<file path="config.mk">
export PLATFORM = sky130hd
export DESIGN_NAME = osr_ctrl_flat
export DESIGN_NICKNAME = d
export VERILOG_FILES = /design/src/rtl/osr_ctrl_pkg.sv /design/src/rtl/osr_ctrl_if.sv /design/src/rtl/osr_ctrl.sv /design/src/flat_wrapper.sv
export SDC_FILE = /design/constraint.sdc
export NUM_CORES = 1
export LEC_CHECK = 0
export ABC_CLOCK_PERIOD_IN_PS = 2900
export CAP_MARGIN = 20
export CORE_ASPECT_RATIO = 0.75
export CORE_UTILIZATION = 29
export CTS_CLUSTER_SIZE = 20
export DETAILED_ROUTE_END_ITERATION = 6
export HOLD_SLACK_MARGIN = 0.08
export PLACE_DENSITY = 0.83
export SETUP_SLACK_MARGIN = 0.05
export SLEW_MARGIN = 15
export SYNTH_ARGS = -nofsm -noshare
export SYNTH_HDL_FRONTEND = slang
export SYNTH_SLANG_ARGS = --single-unit
</file>
<file path="constraint.sdc">
create_clock -name clk -period 2.9 [get_ports clk]
set_input_delay 0.58 -clock clk [delete_from_list [all_inputs] [get_ports clk]]
set_output_delay 0.58 -clock clk [all_outputs]
set_load 0.01 [all_outputs]
</file>
<file path="src/rtl/osr_ctrl_pkg.sv">
// Shared PIO OSR definitions: controller state encoding and the 0-means-32 field decode.
package osr_ctrl_pkg;

  typedef enum logic [1:0] {
    ST_IDLE      = 2'd0,
    ST_REFILL    = 2'd1,
    ST_WAIT_FIFO = 2'd2
  } osr_state_t;

  typedef enum logic {
    OP_OUT  = 1'b0,
    OP_PULL = 1'b1
  } pend_op_t;

  localparam logic [5:0] FULL_BITS = 6'd32;

  // Shift/threshold fields encode a full 32-bit word as 0.
  function automatic logic [5:0] bits_decode(input logic [4:0] v);
    return (v == 5'd0) ? FULL_BITS : {1'b0, v};
  endfunction

endpackage

</file>
<file path="src/rtl/osr_ctrl_if.sv">
// TX FIFO read port and OSR datapath controls; master is the sequencing controller.
interface osr_ctrl_if;
  logic        fifo_empty;
  logic [31:0] fifo_dout;
  logic        fifo_pull;
  logic        osr_set;
  logic [31:0] osr_din;
  logic        osr_do_shift;
  logic [4:0]  osr_shift;
  logic [5:0]  shift_count;

  modport master (
    input  fifo_empty, fifo_dout, shift_count,
    output fifo_pull, osr_set, osr_din, osr_do_shift, osr_shift
  );

  modport slave (
    output fifo_empty, fifo_dout, shift_count,
    input  fifo_pull, osr_set, osr_din, osr_do_shift, osr_shift
  );
endinterface

</file>
<file path="src/rtl/osr_ctrl.sv">
// OSR sequencer: picks load (FIFO/X), shift or hold each enabled cycle and raises stall.
// Latency: decisions combinational; autopulled OUT costs one extra active cycle.
// Backpressure: empty FIFO on a needed load stalls the PC until data shows ahead.
module osr_ctrl
  import osr_ctrl_pkg::*;
(
  input  logic        clk,
  input  logic        reset,
  input  logic        penable,
  input  logic        auto_pull,
  input  logic [4:0]  pull_thresh,
  input  logic        exec_out,
  input  logic [4:0]  out_count,
  input  logic        exec_pull,
  input  logic        pull_block,
  input  logic        pull_ifempty,
  input  logic [31:0] x_value,
  output logic        stall,
  osr_ctrl_if.master  bus
);

  osr_state_t  state, state_nxt;
  pend_op_t    pend, pend_nxt;
  logic        act;
  logic        reached;
  logic        pop, set, do_shift;
  logic [31:0] din;
  logic [4:0]  shift_amt;

  always_ff @(posedge clk) begin
    if (reset) begin
      state <= ST_IDLE;
      pend  <= OP_OUT;
    end else if (penable) begin
      state <= state_nxt;
      pend  <= pend_nxt;
    end
  end

  assign act     = penable & ~reset;
  assign reached = auto_pull & (bus.shift_count >= bits_decode(pull_thresh));

  always_comb begin
    state_nxt = state;
    pend_nxt  = pend;
    pop       = 1'b0;
    set       = 1'b0;
    din       = 32'd0;
    do_shift  = 1'b0;
    shift_amt = 5'd0;
    stall     = 1'b0;
    if (act) begin
      case (state)
        ST_IDLE: begin
          if (exec_pull) begin
            // IfEmpty PULL is a no-op until the OSR has drained to threshold.
            if (pull_ifempty & auto_pull & ~reached) begin
              stall = 1'b0;
            end else if (~bus.fifo_empty) begin
              pop = 1'b1;
              set = 1'b1;
              din = bus.fifo_dout;
            end else if (pull_block) begin
              stall     = 1'b1;
              pend_nxt  = OP_PULL;
              state_nxt = ST_WAIT_FIFO;
            end else begin
              set = 1'b1;
              din = x_value;
            end
          end else if (exec_out) begin
            if (~reached) begin
              do_shift  = 1'b1;
              shift_amt = out_count;
            end else if (~bus.fifo_empty) begin
              pop       = 1'b1;
              set       = 1'b1;
              din       = bus.fifo_dout;
              stall     = 1'b1;
              state_nxt = ST_REFILL;
            end else begin
              stall     = 1'b1;
              pend_nxt  = OP_OUT;
              state_nxt = ST_WAIT_FIFO;
            end
          end else if (reached & ~bus.fifo_empty) begin
            pop = 1'b1;
            set = 1'b1;
            din = bus.fifo_dout;
          end
        end
        ST_REFILL: begin
          do_shift  = 1'b1;
          shift_amt = out_count;
          state_nxt = ST_IDLE;
        end
        ST_WAIT_FIFO: begin
          if (bus.fifo_empty) begin
            stall = 1'b1;
          end else begin
            pop = 1'b1;
            set = 1'b1;
            din = bus.fifo_dout;
            if (pend == OP_OUT) begin
              stall     = 1'b1;
              state_nxt = ST_REFILL;
            end else begin
              state_nxt = ST_IDLE;
            end
          end
        end
        default: state_nxt = ST_IDLE;
      endcase
    end
  end

  assign bus.fifo_pull    = pop;
  assign bus.osr_set      = set;
  assign bus.osr_din      = din;
  assign bus.osr_do_shift = do_shift;
  assign bus.osr_shift    = shift_amt;

endmodule
</file>
<file path="src/flat_wrapper.sv">
// flat-port wrapper written by rule: the top's interface ports become plain ports
module osr_ctrl_flat import osr_ctrl_pkg::*;
  (clk, reset, penable, auto_pull, pull_thresh, exec_out, out_count, exec_pull, pull_block, pull_ifempty, x_value, stall, bus_fifo_empty, bus_fifo_dout, bus_shift_count, bus_fifo_pull, bus_osr_set, bus_osr_din, bus_osr_do_shift, bus_osr_shift);
  osr_ctrl_if bus_i ();
  input  logic clk;
  input  logic reset;
  input  logic penable;
  input  logic auto_pull;
  input  logic [4:0] pull_thresh;
  input  logic exec_out;
  input  logic [4:0] out_count;
  input  logic exec_pull;
  input  logic pull_block;
  input  logic pull_ifempty;
  input  logic [31:0] x_value;
  output logic stall;
  input wire logic [$bits(bus_i.fifo_empty)-1:0] bus_fifo_empty;
  input wire logic [$bits(bus_i.fifo_dout)-1:0] bus_fifo_dout;
  input wire logic [$bits(bus_i.shift_count)-1:0] bus_shift_count;
  output wire logic [$bits(bus_i.fifo_pull)-1:0] bus_fifo_pull;
  output wire logic [$bits(bus_i.osr_set)-1:0] bus_osr_set;
  output wire logic [$bits(bus_i.osr_din)-1:0] bus_osr_din;
  output wire logic [$bits(bus_i.osr_do_shift)-1:0] bus_osr_do_shift;
  output wire logic [$bits(bus_i.osr_shift)-1:0] bus_osr_shift;
  assign bus_i.fifo_empty = bus_fifo_empty;
  assign bus_i.fifo_dout = bus_fifo_dout;
  assign bus_i.shift_count = bus_shift_count;
  assign bus_fifo_pull = bus_i.fifo_pull;
  assign bus_osr_set = bus_i.osr_set;
  assign bus_osr_din = bus_i.osr_din;
  assign bus_osr_do_shift = bus_i.osr_do_shift;
  assign bus_osr_shift = bus_i.osr_shift;
  osr_ctrl u_core (.clk(clk), .reset(reset), .penable(penable), .auto_pull(auto_pull), .pull_thresh(pull_thresh), .exec_out(exec_out), .out_count(out_count), .exec_pull(exec_pull), .pull_block(pull_block), .pull_ifempty(pull_ifempty), .x_value(x_value), .stall(stall), .bus(bus_i));
endmodule
</file>
==> impl_metrics.py, run 1 <==
metrics = {
    "place": {
        "dpl_worst_slack_ps": -986,
        "dp_hpwl_mm": 3.92,
        "portBuffers": 129,
        "gp_routability_congestion": 0.798,
    },
    "clock_network": {
        "cts_tree": "built",
        "cts-root-buf": "clkbuf_8",
        "clock_latency_ps": 220,
        "hold_buffers": 0,
        "htreeDepth": 1,
        "clk_path_buf_depth": 2,
        "clk_pin_slew_ps": 40,
        "clock_sinks": 3,
        "cts_buffers": 3,
    },
    "drt": {
        "drc": 0,
        "drtAntennaViolNets": 0,
        "vias": 1894,
        "wl_mm": 5.09,
        "avgRoutedWirePerCell_um": 13.3,
        "drtIter0Drc": 66,
        "first_pass_iters": 4,
        "post_drt_via_cell_ratio": 4.93,
    },
    "synthesis": {
        "synth_commonest_cells": "73 x nand2_1, 17 x o22ai_2, 15 x o22ai_1, 8 x inv_1",
        "yosysWarnings": 0,
        "syn-cell-area_mm2": 0.00120,
        "synth_largest_area_cell": "nand2_1",
        "synthAdderAreaFrac_pct": 6.26,
        "synth-xor-area-share_pct": 0,
        "syn_nets": 282,
        "synth.most_common_cell": "nand2_1",
        "synthDistinctLibCells": 36,
        "seq_area_frac_synth_pct": 5.01,
        "synth_top_family_by_area": "compound AO/OA/AOI/OAI gates",
        "synthTopCellsByArea": "nand2_1 23%, o22ai_2 18%, o22ai_1 7.8%",
        "synth-edff-count": 0,
        "ys_seq_elements": 3,
        "muxShareOfSynthArea_pct": 0,
        "synth_compound_area_share_pct": 42.0,
        "synth_top_area_share_pct": 22.9,
        "syn_inst": 187,
        "synth_async_sr_flop_share_pct": 0,
        "synth_ff_type": "dfxtp_1",
        "syn_avg_cell_area_um2": 6.41,
        "synthSimpleGateAreaFrac_pct": 36.0,
    },
    "setup_path": {
        "crit_type": "input port to output pin",
        "cpPeakStageDelay_ps": 270,
        "critPathLaunch": "pull_thresh[3]",
        "crit_family": "compound AO/OA/AOI/OAI gates",
        "critPathCaptureType": "output pin",
        "cp.arrival_ps": 2510,
        "crit_slowest_cell": "ha_4",
        "timing.critical_path.buf_inv": 3,
        "reg2reg_from": "u_core.state[0]",
        "path_cells": "buf_6, nor3_4, nand3_2, ha_4, a21o_1, a22oi_4, o211ai_4, a211oi_4, buf_4, and2_1, buf_2",
        "crit_fanout": 4,
        "cp_data_required_time_ps": 2320,
        "start_kind": "input port",
    },
    "die": {
        "start_util_pct": 31.5,
        "num_rows": 19,
        "die_w_um": 76.2,
        "coreArea_mm2": 0.00380,
        "die_area_mm2": 0.00440,
        "io_pins": 130,
        "fp.dieH_um": 57.7,
    },
    "cells_and_area": {
        "final_nets": 428,
        "n_antenna_cell": 0,
        "syn2layout_area_growth_pct": 125,
        "drive_above_1_share_pct": 35.2,
    },
    "global_route": {
        "antenna_found_initial": 0,
        "grt_pass1_vias": 1796,
        "grt_max_degree": 28,
        "grt_first_pass_wirelength_mm": 8.00,
        "grtUsageTotal_pct": 22.3,
        "overflow": 0,
    },
    "sta": {
        "hold_viol_final": 0,
        "relSlewSlack_pct": 72.1,
        "setup_tns_ps": -5870,
        "tightest_slew_ps": 418,
        "rsz0062_at_grt": "true",
        "max_freq_mhz": 324,
        "setup_viol": 41,
        "fin_ws_ps": -191,
        "fin_crit_sh_pct": 107,
        "report.final.slew_viol_count": 0,
        "fin_crit_ps": 3090,
        "holdWs_ps": 597,
        "skew_ps": 4.47,
    },
    "power": {
        "p_leak_nw": 1.17,
        "total_power_mw": 0.513,
        "ir_drop_mv": 0.104,
        "p_per_area_mw_per_mm2": 190,
    },
    "run": {
        "cap_viol_max_count": 0,
    },
    "min_path": {
        "hold_path.startpoint": "u_core.pend",
        "min_path_type": "flop to flop",
    },
    "outcome": {
        "violations": "setup timing",
        "status": "finished, violations left",
    },
}
## layout by cell type, fill, tap and decap left out, drive strengths merged
| cell type | netlist | final |
|---|---|---|
| a211oi | 1 | 1 |
| a21o | 2 | 2 |
| a21oi | 4 | 4 |
| a22oi | 1 | 1 |
| a311oi | 2 | 2 |
| a31oi | 3 | 3 |
| and2 | 5 | 5 |
| and3 | 1 | 1 |
| buf | 12 | 71 |
| clkbuf | 3 | 4 |
| clkdlybuf4s15 | 0 | 2 |
| clkdlybuf4s50 | 0 | 78 |
| dfxtp | 3 | 3 |
| dlygate4sd2 | 0 | 5 |
| ha | 6 | 6 |
| inv | 9 | 9 |
| nand2 | 73 | 73 |
| nand2b | 3 | 3 |
| nand3 | 4 | 4 |
| nand4 | 3 | 3 |
| nor2 | 7 | 7 |
| nor2b | 2 | 2 |
| nor3 | 1 | 1 |
| nor3b | 1 | 1 |
| o211ai | 1 | 1 |
| o21ai | 4 | 4 |
| o21bai | 1 | 1 |
| o22ai | 32 | 32 |
| o2bb2ai | 1 | 1 |
| o41ai | 1 | 1 |
| or2 | 1 | 1 |
## final cells by class
| cell class | instances | area [um^2] |
|---|---|---|
| tap | 52 | 65.1 |
| clock buffer | 4 | 45.0 |
| inverter | 9 | 33.8 |
| sequential | 3 | 60.1 |
| timing repair buffer | 156 | 1360 |
| multi-input combinational | 160 | 1130 |
| fill | 335 | 1100 |
## where the power goes
group / internal [mW] / total, mW / leakage, nW / switching, mW
sequential: 0.0427 / 0.0448 / 0.0243 / 0.00211
clock: 0.0942 / 0.127 / 0.0228 / 0.0331
combinational: 0.200 / 0.341 / 1.13 / 0.141
total: 0.337 / 0.513 / 1.17 / 0.176
## through the flow
step           std cells  util [%]  area [um^2]
3_3_place_gp         376      70.7         2690
5_1_grt              384      71.0         2700
3_5_place_dp         376      70.7         2690
4_1_cts              383      68.7         2610
6_report             384      71.0         2700
2_1_floorplan        187         -         1200
## what timing repair did
item,CTS,global route
gates resized for setup,200,17
pin swaps,17,5
buffers inserted,3,1
endpoints found under the setup margin,41,41
## sequential cells by signal, summed over array words and instances (netlist names)
signal / count
u_core.state: 2
u_core.pend: 1
## worst paths after layout
kind,endpoint,slack [ps],cells past startpoint
setup / recovery,bus_osr_shift[4],-190,11
hold / removal,u_core.pend,600,2
setup reg to reg,u_core.state[1],1450,6
hold reg to reg,u_core.pend,600,2
## worst register-to-register path, delay by kind of cell, from the launching register on
family	cells	cell delay, ps
simple gates	2	430
flops	1	370
compound gates	2	290
buf+inv	2	280
## layer usage
layer,global-route usage [%],vias up,share of wire [%],wire length (um)
li1,-,943,-,-
met4,6.32,0,1.4,71
met3,4.72,10,7.2,367
met2,43.1,86,51,2590
met5,0,-,0,0
met1,25.0,855,41,2070
## cell families after synthesis
logic type	after synthesis
AO/OA/AOI/OAI	53
adder cells (fa/ha/maj)	6
buffers and inverters	24
flip-flops	3
AND/OR/NAND/NOR	101
No activity file was read; power rests on OpenSTA's default activity.
==> run 2, diff against run 1 <==
--- a/config.mk
+++ b/config.mk
@@ -5,14 +5,14 @@
 export SDC_FILE = /design/constraint.sdc
 export NUM_CORES = 1
 export LEC_CHECK = 0
-export ABC_CLOCK_PERIOD_IN_PS = 2900
+export ABC_CLOCK_PERIOD_IN_PS = 2800
 export CAP_MARGIN = 20
 export CORE_ASPECT_RATIO = 0.75
-export CORE_UTILIZATION = 29
+export CORE_UTILIZATION = 26
 export CTS_CLUSTER_SIZE = 20
 export DETAILED_ROUTE_END_ITERATION = 6
 export HOLD_SLACK_MARGIN = 0.08
-export PLACE_DENSITY = 0.83
+export PLACE_DENSITY = 0.79
 export SETUP_SLACK_MARGIN = 0.05
 export SLEW_MARGIN = 15
 export SYNTH_ARGS = -nofsm -noshare
==> constraint.sdc (replaced) <==
create_clock -name clk -period 2.8 [get_ports clk]
set_input_delay 0.56 -clock clk [delete_from_list [all_inputs] [get_ports clk]]
set_output_delay 0.56 -clock clk [all_outputs]
set_load 0.01 [all_outputs]
==> run 2 against run 1 <==
  * Final cell count increased by 5.2%
  * Critical path type unchanged
  * The flow still finishes with violations (setup timing)
  * Sequential share of layout area decreased by 0.28 points
  * Hold slack got worse by 3.3 ps
  * Sequential power increased by 3%
  * Wire length increased by 19%
  * Setup slack got worse by 94 ps
  * Final area increased by 14%
  * Total power increased by 20%
  * Clock skew decreased by 2.2 ps
  * Die area increased by 11%
==> impl_metrics.py, run 2 (same netlist as run 1, synthesis figures left out) <==
metrics = {
    "clock_network": {
        "clock_latency_ps": 220,
        "clock_sinks": 3,
        "cts_buffers": 3,
        "cts-root-buf": "clkbuf_8",
        "cts_tree": "built",
        "hold_buffers": 0,
        "clk_path_buf_depth": 2,
        "htreeDepth": 1,
        "clk_pin_slew_ps": 30,
    },
    "die": {
        "die_area_mm2": 0.00489,
        "die_w_um": 80.4,
        "start_util_pct": 28.3,
        "coreArea_mm2": 0.00423,
        "fp.dieH_um": 60.8,
        "io_pins": 130,
        "num_rows": 20,
    },
    "power": {
        "power.switching_mw": 0.213,
        "power_frac_seq_pct": 7.5,
        "p_int_mw": 0.404,
        "ir_drop_mv": 0.158,
        "p_per_area_mw_per_mm2": 199,
        "p_clk_share_pct": 20.6,
        "p_comb_share_pct": 71.8,
        "p_leak_nw": 1.31,
        "switching_share_pct": 34.5,
    },
    "global_route": {
        "antenna_found_initial": 0,
        "overflow": 0,
        "grtUsageTotal_pct": 23.7,
        "grt_pass1_vias": 1959,
        "grt_max_degree": 43,
        "grt_first_pass_wirelength_mm": 8.90,
    },
    "sta": {
        "report.final.slew_viol_count": 0,
        "setup_tns_ps": -9780,
        "hold_viol_final": 0,
        "setup_viol": 41,
        "fin_crit_ps": 3080,
        "tightest_slew_ps": 408,
        "rsz0062_at_grt": "true",
        "max_freq_mhz": 324,
        "fin_crit_sh_pct": 110,
        "fin_ws_ps": -284,
        "relSlewSlack_pct": 72.7,
        "skew_ps": 2.32,
    },
    "outcome": {
        "status": "finished, violations left",
        "violations": "setup timing",
    },
    "cells_and_area": {
        "nFillCells": 330,
        "final_nets": 445,
        "layout_commonest_cell": "clkdlybuf4s50_1",
        "final_util_pct": 73.1,
        "mostFrequentLayoutCells": "78 x clkdlybuf4s50_1, 72 x nand2_1, 34 x buf_2",
        "top_register": "u_core.state",
        "drive_above_1_share_pct": 41.8,
        "largest_reg_flops": 2,
        "n_antenna_cell": 0,
        "syn2layout_area_growth_pct": 158,
        "top_regs": "u_core.state: 2 flops, u_core.pend: 1 flops",
        "stdcell_count": 404,
    },
    "drt": {
        "first_pass_iters": 4,
        "drc": 0,
        "drtAntennaViolNets": 0,
        "wl_met1_mm": 2.54,
        "drtIter0Drc": 80,
        "post_drt_via_cell_ratio": 4.85,
        "wl_mm": 6.05,
        "met3_length_um": 428,
        "wl_met2_mm": 2.98,
        "avgRoutedWirePerCell_um": 15.0,
        "vias": 1959,
        "topRoutingLayerUsed": "met4",
    },
    "setup_path": {
        "cpPeakStageDelay_ps": 290,
        "timing.critical_path.buf_inv": 5,
        "crit_family": "simple AND/OR/NAND/NOR gates",
        "cp.arrival_ps": 2520,
        "critPathCaptureType": "output pin",
        "crit_fanout": 4,
        "start_kind": "input port",
        "crit_slowest_cell": "ha_4",
        "path_cells": "buf_8, nor3_4, nand3_2, ha_4, nand4_1, or2_4, buf_6, o211ai_4, a211oi_4, buf_4, buf_6, and2_4, buf_6",
        "cp_data_required_time_ps": 2240,
        "crit_type": "input port to output pin",
        "crit_top_cell": "buf_6",
    },
    "place": {
        "dpl.cell_count": 382,
        "portBuffers": 129,
        "dp_hpwl_mm": 4.07,
        "gp_routability_congestion": 0.810,
    },
    "min_path": {
        "min_path_type": "flop to flop",
    },
    "run": {
        "cap_viol_max_count": 0,
    },
}
[run 2: final timing paths]
| check | start | to | slack (ps) | cells after the start |
|---|---|---|---|---|
| max | pull_thresh[3] | bus_osr_shift[2] | -280 | 13 |
| min | u_core.pend | u_core.pend | 590 | 2 |
| max reg2reg | u_core.state[0] | u_core.pend | 1300 | 6 |
| min reg2reg | u_core.pend | u_core.pend | 590 | 2 |
[run 2: cell type report]
cell class / count / area, um^2 / share of cell area, %
flip-flops and latches: 3 / 60.1 / 1.94
repair buffers: 173 / 1630 / 52.7
well taps: 55 / 68.8 / 2.23
clock buffers: 4 / 45.0 / 1.46
multi-input cells: 160 / 1260 / 40.6
inverters: 9 / 33.8 / 1.09
[run 2: through the flow]
stage	hold WS, ps	power, mW	cell area (um^2)	setup WS [ps]
final	593	0.617	3090	-284
after CTS	594	0.584	2950	-289
after global placement	581	0.390	2720	-968
after floorplan	561	0.184	1210	47.3
after global routing	621	0.652	3090	-368
after detailed placement	586	0.395	2720	-1010
[run 2: what timing repair did]
action,in CTS,in global routing
pin swaps,42,15
gates resized for setup,230,19
cloned,3,1
endpoints found under the setup margin,41,41
setup buffers,12,4
[run 2: power by group through the flow]
stage                     Clock [mW]  Sequential, mW  Combinational (mW)
after floorplan                    0          0.0453               0.139
after global placement             0          0.0468               0.344
after detailed placement           0          0.0468               0.348
after CTS                      0.130          0.0462               0.408
after global routing           0.135          0.0465               0.470
final                          0.127          0.0463               0.443
[run 2: worst register-to-register path: stages, from the launching register on]
cell and delay [ps]:
dfxtp_1 370, inv_2 110, nand2_1 90, buf_4 150, nor3b_1 370, nand3_1 150, o2bb2ai_1 140
[run 2: layer usage]
layer | global-route usage (%) | vias up
li1 | - | 982
met1 | 27.5 | 882
met2 | 44.9 | 83
met3 | 5.11 | 12
met4 | 5.87 | 0
met5 | 0 | -
==> run 3, diff against run 2 <==
--- a/config.mk
+++ b/config.mk
@@ -11,7 +11,6 @@
 export CORE_UTILIZATION = 26
 export CTS_CLUSTER_SIZE = 20
 export DETAILED_ROUTE_END_ITERATION = 6
-export HOLD_SLACK_MARGIN = 0.08
 export PLACE_DENSITY = 0.79
 export SETUP_SLACK_MARGIN = 0.05
 export SLEW_MARGIN = 15
==> results of run 3 <==
Same layout as run 2: the final DEF is identical, and so are final timing and power.
